File: src/rtl/mac16_pkg.sv
// Shared widths, FSM encoding and small arithmetic helpers for the mac16 accumulator.
package mac16_pkg;
  localparam int OPW   = 16;
  localparam int PRODW = 32;
  localparam int ACCW  = 40;
  localparam int CNTW  = 8;

  localparam logic [1:0] ST_ACC   = 2'd0;
  localparam logic [1:0] ST_FLUSH = 2'd1;
  localparam logic [1:0] ST_OUT   = 2'd2;

  typedef struct packed {
    logic [PRODW-1:0] s;
    logic [PRODW-1:0] c;
  } csa_t;

  // 3:2 compressor across a whole row; the carry row is pre-shifted into weight position.
  function automatic csa_t csa3(input logic [PRODW-1:0] x, input logic [PRODW-1:0] y,
                                input logic [PRODW-1:0] z);
    csa_t r;
    r.s = x ^ y ^ z;
    r.c = ((x & y) | (x & z) | (y & z)) << 1;
    return r;
  endfunction

  function automatic logic [CNTW-1:0] sat_inc(input logic [CNTW-1:0] c);
    return (c == {CNTW{1'b1}}) ? c : c + 1'b1;
  endfunction
endpackage

File: src/rtl/wallace16.sv
// Combinational unsigned 16x16 multiplier: carry-save tree 16->11->8->6->4->3->2 rows, then one adder.
module wallace16
  import mac16_pkg::*;
(
  input  logic [OPW-1:0]   a,
  input  logic [OPW-1:0]   b,
  output logic [PRODW-1:0] p
);
  logic [PRODW-1:0] pp [0:15];
  logic [PRODW-1:0] r1 [0:10];
  logic [PRODW-1:0] r2 [0:7];
  logic [PRODW-1:0] r3 [0:5];
  logic [PRODW-1:0] r4 [0:3];
  logic [PRODW-1:0] r5 [0:2];
  logic [PRODW-1:0] r6 [0:1];

  always_comb begin
    for (int i = 0; i < OPW; i++) begin
      pp[i] = b[i] ? (PRODW'(a) << i) : '0;
    end
    {r1[0], r1[1]} = csa3(pp[0],  pp[1],  pp[2]);
    {r1[2], r1[3]} = csa3(pp[3],  pp[4],  pp[5]);
    {r1[4], r1[5]} = csa3(pp[6],  pp[7],  pp[8]);
    {r1[6], r1[7]} = csa3(pp[9],  pp[10], pp[11]);
    {r1[8], r1[9]} = csa3(pp[12], pp[13], pp[14]);
    r1[10] = pp[15];

    {r2[0], r2[1]} = csa3(r1[0], r1[1], r1[2]);
    {r2[2], r2[3]} = csa3(r1[3], r1[4], r1[5]);
    {r2[4], r2[5]} = csa3(r1[6], r1[7], r1[8]);
    r2[6] = r1[9];
    r2[7] = r1[10];

    {r3[0], r3[1]} = csa3(r2[0], r2[1], r2[2]);
    {r3[2], r3[3]} = csa3(r2[3], r2[4], r2[5]);
    r3[4] = r2[6];
    r3[5] = r2[7];

    {r4[0], r4[1]} = csa3(r3[0], r3[1], r3[2]);
    {r4[2], r4[3]} = csa3(r3[3], r3[4], r3[5]);

    {r5[0], r5[1]} = csa3(r4[0], r4[1], r4[2]);
    r5[2] = r4[3];

    {r6[0], r6[1]} = csa3(r5[0], r5[1], r5[2]);
    p = r6[0] + r6[1];
  end
endmodule

File: src/rtl/mac16_acc.sv
// Streaming unsigned dot-product engine: operand reg -> product reg -> 40-bit accumulator, one result per in_last.
// Handshake: a transfer happens on a rising edge where valid && ready; valid never waits on ready.
module mac16_acc
  import mac16_pkg::*;
(
  input  logic            clk,
  input  logic            rst_n,
  input  logic            in_valid,
  output logic            in_ready,
  input  logic [OPW-1:0]  a,
  input  logic [OPW-1:0]  b,
  input  logic            in_last,
  output logic            out_valid,
  input  logic            out_ready,
  output logic [ACCW-1:0] out_sum,
  output logic [CNTW-1:0] out_count,
  output logic            out_ovf,
  output logic [1:0]      dbg_state
);
  logic [1:0]       state;
  logic             op_valid, op_last;
  logic [OPW-1:0]   op_a, op_b;
  logic             pr_valid, pr_last;
  logic [PRODW-1:0] prod, mult;
  logic [ACCW-1:0]  acc;
  logic [CNTW-1:0]  count;
  logic             ovf;
  logic [ACCW:0]    sum_full;
  logic             in_fire, out_fire, fin;

  assign in_ready  = (state == ST_ACC);
  assign dbg_state = state;
  assign in_fire   = in_valid && in_ready;
  assign out_fire  = out_valid && out_ready;
  assign fin       = pr_valid && pr_last;
  assign sum_full  = {1'b0, acc} + {{(ACCW-PRODW+1){1'b0}}, prod};

  wallace16 u_mult (
    .a (op_a),
    .b (op_b),
    .p (mult)
  );

  always_ff @(posedge clk or negedge rst_n) begin
    if (!rst_n) begin
      op_valid <= 1'b0;
      op_last  <= 1'b0;
      op_a     <= '0;
      op_b     <= '0;
      pr_valid <= 1'b0;
      pr_last  <= 1'b0;
      prod     <= '0;
    end else begin
      op_valid <= in_fire;
      if (in_fire) begin
        op_a    <= a;
        op_b    <= b;
        op_last <= in_last;
      end
      pr_valid <= op_valid;
      if (op_valid) begin
        prod    <= mult;
        pr_last <= op_last;
      end
    end
  end

  // The final term bypasses acc straight into the result registers so acc restarts clean.
  always_ff @(posedge clk or negedge rst_n) begin
    if (!rst_n) begin
      acc       <= '0;
      count     <= '0;
      ovf       <= 1'b0;
      out_valid <= 1'b0;
      out_sum   <= '0;
      out_count <= '0;
      out_ovf   <= 1'b0;
    end else begin
      if (out_fire) out_valid <= 1'b0;
      if (pr_valid) begin
        if (pr_last) begin
          out_sum   <= sum_full[ACCW-1:0];
          out_count <= sat_inc(count);
          out_ovf   <= ovf | sum_full[ACCW];
          out_valid <= 1'b1;
          acc       <= '0;
          count     <= '0;
          ovf       <= 1'b0;
        end else begin
          acc   <= sum_full[ACCW-1:0];
          count <= sat_inc(count);
          ovf   <= ovf | sum_full[ACCW];
        end
      end
    end
  end

  always_ff @(posedge clk or negedge rst_n) begin
    if (!rst_n) begin
      state <= ST_ACC;
    end else begin
      case (state)
        ST_ACC:   if (in_fire && in_last) state <= ST_FLUSH;
        ST_FLUSH: if (fin) state <= ST_OUT;
        ST_OUT:   if (out_fire) state <= ST_ACC;
        default:  state <= ST_ACC;
      endcase
    end
  end
endmodule

File: config.mk
export PLATFORM = sky130hd
export DESIGN_NAME = mac16_acc
export DESIGN_NICKNAME = d
export VERILOG_FILES = /design/src/rtl/mac16_pkg.sv /design/src/rtl/wallace16.sv /design/src/rtl/mac16_acc.sv
export SDC_FILE = /design/constraint.sdc
export NUM_CORES = 1
export LEC_CHECK = 0
export CORE_MARGIN = 2
export CORE_UTILIZATION = 40
export CTS_CLUSTER_SIZE = 28
export DETAILED_ROUTE_END_ITERATION = 10
export HOLD_SLACK_MARGIN = 0.08
export SYNTH_ARGS = -nofsm -noshare
export SYNTH_HDL_FRONTEND = slang
export SYNTH_HIERARCHICAL = 1
export SYNTH_SLANG_ARGS = --single-unit
File: constraint.sdc
create_clock -name clk -period 5.8 [get_ports clk]
set_input_delay 1.16 -clock clk [delete_from_list [all_inputs] [get_ports clk]]
set_output_delay 1.16 -clock clk [all_outputs]
set_load 0.02 [all_outputs]
# --- After elaboration in Yosys (flattened, before gate mapping) ---
# Cells that the tools add are included.
word_totals:
  regBits: 169
  out_inout_bits: 53
classes:
  addsub: 3
  n_eq_ne: 6
  muxes: 27
  n_bitwise: 99
  n_reduce_logical: 7
op_table:
  columns: ["op", "n"]
  rows:
  - ["bitwise AND 31 bit", 42]
  - ["OR 31 bit", 28]
  - ["XOR 32 bit", 22]
  - ["adder 40 x 32 -> 41 bit", 1]
  - ["two-way mux 40 bit", 1]
  - ["adder 32 bit", 1]
  - ["XOR 32 x 18 -> 32 bit", 1]
  - ["XOR 32 x 21 -> 32 bit", 1]
  - ["XOR 32 x 24 -> 32 bit", 1]
  - ["XOR 32 x 27 -> 32 bit", 1]
  - ["XOR 32 x 30 -> 32 bit", 1]
  - ["XOR 32 x 31 -> 32 bit", 1]
  - ["two-way mux 31 bit", 1]
  - ["two-way mux 30 bit", 1]
  - ["two-way mux 29 bit", 1]
  - ["two-way mux 28 bit", 1]
  - ["two-way mux 27 bit", 1]
  - ["two-way mux 26 bit", 1]
  - ["two-way mux 25 bit", 1]
  - ["two-way mux 24 bit", 1]
  - ["two-way mux 23 bit", 1]
  - ["two-way mux 22 bit", 1]
  - ["two-way mux 21 bit", 1]
  - ["two-way mux 20 bit", 1]
  - ["other kinds (19)", 29]

# --- Logic depth before layout (Yosys ltp) ---
# Gate-level depths: netlist (run 1).
depth:
  word_depth: 20
  depth_mapped: 22
  mapped_depth_nobuf: 21

# --- Hierarchy ---
# The synthesis (run 1) kept the hierarchy.
by_module_without_submodules:
  columns: ["module", "n_inst", "cells_per_inst", "area_each_um2", "seq_area_each_um2"]
  rows:
  - ["mac16_acc", 1, 786, 8371.8, 4229.1]
  - ["wallace16", 1, 857, 7883.8, 0.0]

# --- Worst setup path before layout (run 1) ---
# No wires, ideal clock.
synth_path:
  kind: "register to register"
  start: "register op_b[14]"
  end: "register prod[26]"
  setup_ns: 0.125
  arrival_time_ns: 5.653
  required_time_ns: 5.675
  slack_ns: 0.023
  path_stages_with_launch: 20
  period_less_slack_ns: 5.777
  cell_sequence: "dfrtp_1 > clkbuf_1 > nand2_1 > fa_1 > fa_1 > fa_1 > fa_1 > fa_1 > fa_1 > inv_1 > ha_1 > and3_2 > and4_1 > o21ai_1 > nand3_1 > o31ai_4 > o21ai_1 > a41oi_1 > xnor2_1 > mux2_2"
synth_via:
  elab_chain_cells: 17
  elab_cells_between_ends: 45
  cone_classes: "1 x add/sub; 1 x mux; 43 x bitwise"
synth_lines:
  columns: ["item", "line", "source"]
  rows:
  - ["from (decl)", "mac16_acc.sv:22", "logic [OPW-1:0] op_a, op_b;"]
  - ["from (signal assigned)", "mac16_acc.sv:49", "op_b <= '0;"]
  - ["from (signal assigned)", "mac16_acc.sv:57", "op_b <= b;"]
  - ["two-way mux 30 bit *", "wallace16.sv:19", "pp[i] = b[i] ? (PRODW'(a) << i) : '0;"]
  - ["XOR 32 x 30 -> 32 bit", "mac16_pkg.sv:21", "r.s = x ^ y ^ z;"]
  - ["bitwise AND 31 bit", "mac16_pkg.sv:22", "r.c = ((x & y) | (x & z) | (y & z)) << 1;"]
  - ["OR 31 bit (2 in a row)", "mac16_pkg.sv:22", null]
  - ["bitwise AND 31 bit", "mac16_pkg.sv:22", null]
  - ["OR 31 bit (2 in a row)", "mac16_pkg.sv:22", null]
  - ["XOR 32 bit", "mac16_pkg.sv:21", null]
  - ["XOR 32 x 31 -> 32 bit", "mac16_pkg.sv:21", null]
  - ["bitwise AND 31 bit", "mac16_pkg.sv:22", null]
  - ["OR 31 bit (2 in a row)", "mac16_pkg.sv:22", null]
  - ["bitwise AND 31 bit", "mac16_pkg.sv:22", null]
  - ["OR 31 bit (2 in a row)", "mac16_pkg.sv:22", null]
  - ["adder 32 bit *", "wallace16.sv:46", "p = r6[0] + r6[1];"]
  - ["via mult[26]", "mac16_acc.sv:24", "logic [PRODW-1:0] prod, mult;"]
  - ["to (signal assigned)", "mac16_acc.sv:62", "prod <= mult;"]
  - ["to (decl)", "mac16_acc.sv:24", null]
# Mark *: on every way through the listed nets, which the timed path passes. The rest lies on a longest branch.
# A chain may end at the register's enable or synchronous reset.

# --- Worst setup path in the final report (run 1) ---
layout_path:
  start: "register op_b[8]"
  end: "register prod[22]"
layout_via:
  elab_chain_cells: 19
  elab_cells_between_ends: 52
  cone_classes: "1 x add/sub; 1 x mux; 50 x bitwise"
layout_lines:
  columns: ["item", "line"]
  rows:
  - ["two-way mux 24 bit *", "wallace16.sv:19"]
  - ["bitwise AND 31 bit", "mac16_pkg.sv:22"]
  - ["OR 31 bit (2 in a row)", "mac16_pkg.sv:22"]
  - ["bitwise AND 31 bit", "mac16_pkg.sv:22"]
  - ["OR 31 bit (2 in a row)", "mac16_pkg.sv:22"]
  - ["XOR 32 bit / bitwise AND 31 bit (equally long branches)", "mac16_pkg.sv:21, mac16_pkg.sv:22"]
  - ["XOR 32 bit / OR 31 bit (equally long branches)", "mac16_pkg.sv:21, mac16_pkg.sv:22"]
  - ["bitwise AND 31 bit / OR 31 bit (equally long branches)", "mac16_pkg.sv:22"]
  - ["OR 31 bit / XOR 32 bit (equally long branches)", "mac16_pkg.sv:22, mac16_pkg.sv:21"]
  - ["OR 31 bit / XOR 32 x 31 -> 32 bit (equally long branches)", "mac16_pkg.sv:22, mac16_pkg.sv:21"]
  - ["bitwise AND 31 bit", "mac16_pkg.sv:22"]
  - ["OR 31 bit (2 in a row)", "mac16_pkg.sv:22"]
  - ["bitwise AND 31 bit", "mac16_pkg.sv:22"]
  - ["OR 31 bit (2 in a row)", "mac16_pkg.sv:22"]
  - ["adder 32 bit *", "wallace16.sv:46"]
  - ["via mult[22]", "mac16_acc.sv:24"]
# Marked as above.

==> out/metrics.cfg, run 1 <==
[status]
status = complete, no violations

[place]
finalWeightedCongestion = 0.885
place.port_buffers = 89
dpl.hpwl_um = 29500
placed_area_um2 = 18100

[synth]
synth_top_area_frac = 0.260
ys_warn_count = 6
ys_seq_area_frac = 0.260
ys.flop_type = dfrtp_1
synth.area.top_cells = dfrtp_1 26%, fa_1 25%, ha_1 8.5%
synth_area_per_cell_um2 = 9.89
synth_area_um2 = 16300
synth-async-reset-ratio = 1.00
synth_fp_nets = 1992
syn_inst = 1643
ys_types = 67
synth_seq_cells = 169
synth-edff-count = 0
yosysTopAreaCell = dfrtp_1

[global_route]
antenna_found_initial = 0
grt_pass1_vias = 12900
gr-usage-all-layers = 0.197
grt_overflow_total = 0
grt_pass1_wl_um = 65800
grt_start_max_net_pins = 64

[timing]
tightest_slew_ns = 1.04
hold_viol_final = 0
setup_tns_ns = 0
hold-worst-slack_ns = 0.429
drv_slew = 0
fin_crit_sh = 1.00
relSlewSlack = 0.305
fin_crit_ns = 5.80
setup_violations = 0
rsz0062_at_grt = true
finClkSkew_ns = 0.0168
max_freq_ghz = 0.172

[worst_setup_path]
reg2reg_from = op_b[8]$_DFFE_PN0P_
r2r_cells = 19
arrival_ns = 6.14
rr_endpoint = prod[22]$_DFFE_PN0P_
worstPathRequired_ns = 6.14
ff2ff_setup_slack_ns = 0.002
cp_max_fo = 7
cp-start-kind = flip-flop
cp-end-kind = flip-flop
crit_type = reg2reg

[cts]
cts_hold_buf = 0
cts-root-buf = clkbuf_16
cts.clk_slew.worst_paths_ns = 0.07
cts_max_level = 4
cts_made_buffers = 17
cts_tree = yes
clk_path_buf_depth = 2
clock_latency_ns = 0.46
clock-sinks = 169

[floorplan]
coreArea_um2 = 39900
die_w_um = 206
die_area_um2 = 42300
initial_core_util = 0.407
dieHeight_um = 206
row_count = 73
io_pins = 90

[drt]
vias = 12100
drtPass1Iterations = 7
antenna_left = 0
routedWlPerCell_um = 16.9
routed_wl_um = 39100
drcViolationCount = 0
drt_iter0_drc = 674
drt-vias-per-instance = 5.23

[min_path]
hold_end = pr_valid$_DFF_PN0_
holdCritStartpoint = op_valid$_DFF_PN0_
worstHoldPathType = reg2reg
whs_path_depth = 0

[run]
cap_violations = 0

[finish]
final_design_area_no_fill_um2 = 19200
fin_util = 0.481
antenna_cells = 0
final_layout_size_suffix_gt1_frac = 0.165
fin_nets = 2126
syn_to_final_growth_pct = 18.1
final_common_cell = nand2_1
layout_common_cells = 211 x nand2_1, 195 x fa_1, 185 x inv_1

cell usage after synthesis, drive strengths merged, types with 7 or more instances:
library cell,n
o211ai,9
mux2,66
a31oi,12
xor2,22
and3,17
inv,188
xnor2,34
o21ai,68
o21bai,7
o31ai,7
clkbuf,64
o2bb2ai,31
a21o,31
buf,15
a21oi,69
ha,110
nor3,9
nand2,212
and2,144
o21a,7
fa,202
nor2,39
a211oi,9
dfrtp,169
nand3,22
state kept, by name, summed over array words and instances (netlist names), 2 cells and up:
| signal | flops |
|---|---|
| acc | 40 |
| out_sum | 40 |
| out_count | 8 |
| prod | 32 |
| dbg_state | 2 |
| count | 8 |
| op_b | 16 |
| op_a | 16 |
worst max path at each step:
stage / start / to / slack [ns] / cells past startpoint
floorplan: op_b[14]$_DFFE_PN0P_ / prod[26]$_DFFE_PN0P_ / 0.02 / 19
global placement: op_a[4]$_DFFE_PN0P_ / prod[30]$_DFFE_PN0P_ / -0.05 / 18
detailed placement: op_a[4]$_DFFE_PN0P_ / prod[26]$_DFFE_PN0P_ / -0.18 / 18
CTS: op_a[11]$_DFFE_PN0P_ / prod[31]$_DFFE_PN0P_ / -0.009 / 19
global route: op_b[11]$_DFFE_PN0P_ / prod[22]$_DFFE_PN0P_ / -0.18 / 19
finish: op_b[8]$_DFFE_PN0P_ / prod[22]$_DFFE_PN0P_ / 0.002 / 19
per-layer routing:
metal	part of all wire	vias to the layer above	global-route usage
met5	0	-	0
met4	0.019	0	0.0583
met3	0.033	48	0.0236
met2	0.50	238	0.339
met1	0.45	6134	0.260
li1	-	5688	-
worst max-delay path, cell delays in order (launching register included):
cell,delay [ns]
dfrtp_2,0.46
and2_4,0.18
fa_1,0.53
inv_1,0.06
fa_1,0.48
fa_1,0.58
fa_1,0.44
fa_1,0.49
inv_1,0.05
fa_1,0.54
ha_4,0.21
a21o_1,0.16
o21bai_1,0.15
a21oi_1,0.16
nand3_2,0.14
o31ai_4,0.35
o21ai_2,0.14
buf_4,0.15
xor2_1,0.13
mux2_2,0.27
cells by family after synthesis:
group / synth area share
buffers and inverters: 0.0634
adder cells (fa/ha/maj): 0.333
flip-flops: 0.260
AO/OA/AOI/OAI: 0.120
AND/OR/NAND/NOR: 0.145
multiplexers: 0.0476
XOR/XNOR: 0.0302
final cells by class:
cell class                      instances  area (um2)
Clock buffer                           20         457
Clock inverter                         12         154
Fill cell                            3718       20700
Inverter                              189         709
Multi-Input combinational cell       1206       11200
Sequential cell                       169        4260
Tap cell                              525         657
Timing Repair Buffer                  194        1720
repair_timing:
action,4_1_cts,5_1_grt
setup endpoints to repair,11,13
buffers inserted,13,10
pin swaps,18,38
resized for setup,40,51
stage by stage:
step           cells  setup slack (ns)
3_5_place_dp    2260            -0.176
5_1_grt         2315            -0.184
2_1_floorplan   1643            0.0226
3_3_place_gp    2260           -0.0458
4_1_cts         2305          -0.00869
6_report        2315           0.00176
Power of run 1 is not shown: default switching activity piles up to over one toggle a cycle in this logic, so the estimate is an artifact.
==> inputs of run 2 (changes only) <==
--- a/config.mk
+++ b/config.mk
@@ -6,10 +6,13 @@
 export NUM_CORES = 1
 export LEC_CHECK = 0
 export CORE_MARGIN = 2
-export CORE_UTILIZATION = 40
+export CORE_UTILIZATION = 45
+export CTS_BUF_LIST = sky130_fd_sc_hd__clkbuf_8
 export CTS_CLUSTER_SIZE = 28
 export DETAILED_ROUTE_END_ITERATION = 10
 export HOLD_SLACK_MARGIN = 0.08
+export PLACE_DENSITY = 0.65
+export SETUP_SLACK_MARGIN = 0.2
 export SYNTH_ARGS = -nofsm -noshare
 export SYNTH_HDL_FRONTEND = slang
 export SYNTH_HIERARCHICAL = 1
==> out/metrics.cfg, run 2 (same netlist as run 1, synthesis figures left out) <==
[place]
finalWeightedCongestion = 0.856  ; -3.3%
dpl.hpwl_um = 28800  ; -2.2%
place.port_buffers = 89  ; unchanged
place_inst = 2184  ; -3.4%

[finish]
fin_nets = 2119  ; -0.33%
largestRegisters = acc (40), out_sum (40), prod (32)
layout_common_cells = 208 x nand2_1, 193 x fa_1, 186 x inv_1
fin_util = 0.534  ; +0.0526
fill_cells = 3172  ; -15%
final_common_cell = nand2_1
final_layout_size_suffix_gt1_frac = 0.167  ; +0.00242
syn_to_final_growth_pct = 16.7
antenna_cells = 0  ; unchanged
fin_cells = 2243  ; -3.1%

[floorplan]
initial_core_util = 0.457  ; +0.0498
die_w_um = 194  ; -5.6%
dieHeight_um = 194  ; -5.6%
coreArea_um2 = 35600  ; -11%
row_count = 69  ; -5.5%
die_area_um2 = 37700  ; -11%
io_pins = 90  ; unchanged

[global_route]
grt_pass1_wl_um = 65900  ; +0.18%
gr-usage-all-layers = 0.215  ; +0.0184
grt_overflow_total = 0  ; unchanged
grt_start_max_net_pins = 90  ; +41%
antenna_found_initial = 0  ; unchanged
grt_pass1_vias = 13100  ; +1.6%

[drt]
vias = 12100  ; +0.26%
routed_wl_um = 38800  ; -0.99%
routedWlPerCell_um = 17.3  ; +2.2%
drcViolationCount = 0  ; unchanged
drt-vias-per-instance = 5.41  ; +3.5%
drtPass1Iterations = 5  ; -2
antenna_left = 0  ; unchanged
drt_iter0_drc = 678  ; +0.59%

[timing]
relSlewSlack = 0.322  ; +0.0162
setup_violations = 0  ; unchanged
rsz0062_at_grt = true
fin_crit_sh = 0.991  ; -0.00837
drv_slew = 0  ; unchanged
max_freq_ghz = 0.174  ; +0.84%
hold_viol_final = 0  ; unchanged
fin_crit_ns = 5.75  ; -0.0486 ns
finClkSkew_ns = 0.0227  ; +0.00586 ns
setup_tns_ns = 0  ; unchanged
tightest_slew_ns = 1.02  ; -0.0243 ns

[run]
cap_violations = 0  ; unchanged

[worst_setup_path]
crit_type = reg2reg
cpMostUsedCell = fa_1
cp_max_fo = 5  ; -2
worstPathRequired_ns = 6.18  ; +0.04 ns
ff2ff_setup_slack_ns = 0.05  ; +0.05 ns
cp_slowest_cell = fa_1
reg2reg_from = op_a[8]$_DFFE_PN0P_
cp-end-kind = flip-flop
rr_endpoint = prod[31]$_DFFE_PN0P_
cp-start-kind = flip-flop
r2r_cells = 21  ; +2
path_cells = buf_4 -> and2_1 -> fa_1 -> inv_1 -> fa_1 -> fa_1 -> inv_1 -> fa_1 -> inv_1 -> fa_1 -> inv_1 -> ha_1 -> ha_4 -> clkinv_2 -> o21a_4 -> o31a_1 -> o21ai_2 -> nand3_1 -> a211o_1 -> xnor2_1 -> mux2_4
arrival_ns = 6.13  ; about the same
cpPeakStageDelay_ns = 0.56  ; -0.02 ns

[cts]
cts_max_level = 4  ; unchanged
cts-root-buf = clkbuf_8
cts.clk_slew.worst_paths_ns = 0.10  ; +0.03 ns
cts_made_buffers = 17  ; unchanged
cts_tree = yes
clock_latency_ns = 0.49  ; +0.03 ns
clk_path_buf_depth = 2  ; unchanged
clock-sinks = 169  ; unchanged
cts_hold_buf = 0  ; unchanged

[min_path]
whs_path_depth = 2  ; +2
worstHoldPathType = reg2reg
holdCritStartpoint = out_sum[11]$_DFFE_PN0P_
hold_end = out_sum[11]$_DFFE_PN0P_

[status]
status = complete, no violations

run 2: changes by cell type in the layout (fill, tap and decap cells not counted), sizes merged:
| cell | before | now |
|---|---|---|
| buf | 105 | 99 |
| clkinvlp | 0 | 1 |
| clkinv | 3 | 4 |
| bufinv | 2 | 1 |
| clkbuf | 21 | 18 |
run 2: how the worst max path moves through the flow:
stage,from,to,slack [ns],depth (start not counted)
final,op_a[8]$_DFFE_PN0P_,prod[31]$_DFFE_PN0P_,0.05,21
after global routing,op_a[8]$_DFFE_PN0P_,prod[31]$_DFFE_PN0P_,-0.13,21
after CTS,op_b[8]$_DFFE_PN0P_,prod[31]$_DFFE_PN0P_,0.06,18
after detailed placement,op_b[8]$_DFFE_PN0P_,prod[28]$_DFFE_PN0P_,-0.13,19
after global placement,op_b[5]$_DFFE_PN0P_,prod[28]$_DFFE_PN0P_,-0.06,19
after floorplan,op_b[5]$_DFFE_PN0P_,prod[26]$_DFFE_PN0P_,0.20,20
run 2: timing repair:
action                     CTS  global route
pin swaps                   23            13
resized for setup           53            42
buffers inserted            15            13
setup endpoints to repair   14            14
run 2: area by class of cell:
class | count | area [um2] | share of cell area
clock inverters | 13 | 140 | 0.00738
flip-flops and latches | 169 | 4260 | 0.225
clock buffers | 18 | 248 | 0.0131
multi-input cells | 1206 | 11300 | 0.597
well taps | 461 | 577 | 0.0304
repair buffers | 187 | 1710 | 0.0900
inverters | 189 | 711 | 0.0374
run 2: stage by stage:
step,setup WS (ns),hold WS [ns],instance area [um2]
CTS,0.0603,0.494,18700
global route,-0.130,0.513,19000
floorplan,0.201,0.352,16400
detailed placement,-0.126,0.472,18000
global placement,-0.0586,0.460,18000
finish,0.0503,0.484,19000
run 2: metal layers:
| metal | vias to the layer above | part of all wire | global-route usage |
|---|---|---|---|
| met1 | 6160 | 0.44 | 0.281 |
| met5 | - | 0 | 0 |
| met2 | 259 | 0.50 | 0.368 |
| met3 | 68 | 0.035 | 0.0254 |
| met4 | 0 | 0.029 | 0.0808 |
| li1 | 5652 | - | - |
run 2: worst max-delay path, delay by kind of cell, from the launching register on:
kind	cells	cell delay, ns
fa+ha+maj	7	3.03
buf+inv	6	0.43
flops	1	0.47
xor+xnor	1	0.13
simple gates	2	0.28
compound gates	4	1.03
mux	1	0.25
Power of run 2 is left out for the same reason.
==> RTL edit, RTL diff (settings of run 1) <==
The package constant `CNTW` goes from 8 to 16.
--- a/src/rtl/mac16_pkg.sv
+++ b/src/rtl/mac16_pkg.sv
@@ -5,3 +5,3 @@
   localparam int ACCW  = 40;
-  localparam int CNTW  = 8;
+  localparam int CNTW  = 16;
 
Interface: changed (resized out_count); port bits go from 90 to 98. The function was not compared with the original's and may differ.
==> RTL edit against run 1 <==
- the run now ends with negative setup slack left
- non-clock buffer count increased by 10
- sequential cell count increased by 16
- synthesized area grew 6.5%
- design area grew 6.5%
- critical path depth is the same
- setup slack worse by 0.027 ns
- routed wire length increased by 5.3%
- critical path type unchanged
- critical endpoint is now prod[31]$_DFFE_PN0P_
- largest cell class unchanged
- highest routed layer unchanged
Power is not shown: default switching activity piles up to over one toggle a cycle in this logic, so the estimate is an artifact.
==> RTL edit: results (changes against run 1) <==
Status = finished with violations (was finished, final reports clean)
Violated checks = negative setup slack
Layout clock area frac = 3.08% (was 3.18%)
Placed insts = 2442 (was 2260)
Syn avg cell area = 9.87 um2 (was 9.89 um2)
Final worst slack = -0.0253 ns (was 0.00176 ns)
Global-route wire length before repair = 69200 um (was 65800 um)
Critical path fanouts, max = 6 (was 7)
Final HPWL DP = 31600 um (was 29500 um)
First drt pass iteration count = 5 (was 7)
GP Congestion = 0.898 (was 0.885)
Worst Hold Launch = out_count[3]$_DFFE_PN0P_ (was op_valid$_DFF_PN0_)
Hold Slack = 0.479 ns (was 0.429 ns)
Worst Skew = 0.0150 ns (was 0.0168 ns)
Post-synthesis sequential area ratio = 26.7% (was 26.0%)
Vias per inst = 5.11 (was 5.23)
Library cells used by synthesis = 80 (was 67)
Area contributors post-synth = dfrtp_1, fa_1, ha_1 (unchanged)
Area occupied by multi-input gates = 11800 um2 (was 11200 um2)
Nonclk buf count = 204 (was 194)
Initial DRC count = 730 (was 674)
Hold path depth = 2 (was 0)
Filler cell count = 4036 (was 3718)
Share of layout cells above drive strength 1 = 16.6% (was 16.5%)
#MultiIn Comb = 1287 (was 1206)
Non-Clock Inverter Count = 199 (was 189)
FF+latch area = 4660 um2 (was 4260 um2)
IO buf count = 97 (was 89)
Non-Clock Buffer Area Fraction = 9.03% (was 8.97%)
Setup Viol. Count Final = 2 (was 0)
FF-to-FF Start = op_b[6]$_DFFE_PN0P_ (was op_b[8]$_DFFE_PN0P_)
Post-Syn Nets = 2103 (was 1992)
GR Util All Layers = 19.6% (was 19.7%)
Placement Setup Slack = -0.171 ns (was -0.176 ns)
Nets = 2243 (was 2126)
[RTL edit: what timing repair did]
| item | CTS | global route |
|---|---|---|
| buffers inserted | 9 | 10 |
| cloned | 0 | 0 |
| pin swaps | 7 | 36 |
| gates resized for setup | 40 | 45 |
| endpoints found under the setup margin | 9 | 13 |
[RTL edit: kinds of logic after synthesis]
group | count (synthesis) | synth area share (%)
compound gates | 321 | 12.6
xor+xnor | 67 | 3.39
mux | 74 | 4.76
fa+ha+maj | 312 | 31.3
flops | 185 | 26.7
buf+inv | 282 | 6.35
simple gates | 513 | 14.8
[RTL edit: stage by stage]
step / area (um2) / setup TNS, ns
after floorplan: 17300 / 0
after global placement: 19300 / -0.133
after detailed placement: 19300 / -0.876
after CTS: 20200 / -0.0228
after global routing: 20400 / -1.50
final: 20400 / -0.0275
[RTL edit: worst max-delay path by stage]
stage                               from                    to  slack (ns)  cells after the start
CTS                  op_b[5]$_DFFE_PN0P_  prod[31]$_DFFE_PN0P_       -0.02                     19
global placement     op_b[5]$_DFFE_PN0P_  prod[26]$_DFFE_PN0P_       -0.05                     19
detailed placement   op_b[5]$_DFFE_PN0P_  prod[30]$_DFFE_PN0P_       -0.17                     19
floorplan           op_b[14]$_DFFE_PN0P_  prod[26]$_DFFE_PN0P_        0.02                     19
finish               op_b[6]$_DFFE_PN0P_  prod[31]$_DFFE_PN0P_       -0.03                     19
global route         op_b[8]$_DFFE_PN0P_  prod[22]$_DFFE_PN0P_       -0.24                     21
[RTL edit: layer usage]
| metal | up-vias | global-route usage, % | wire [um] |
|---|---|---|---|
| met5 | - | 0 | 0 |
| met1 | 6379 | 25.5 | 18600 |
| met4 | 0 | 5.46 | 799 |
| met2 | 219 | 33.5 | 20400 |
| met3 | 40 | 3.40 | 1350 |
| li1 | 6099 | - | - |
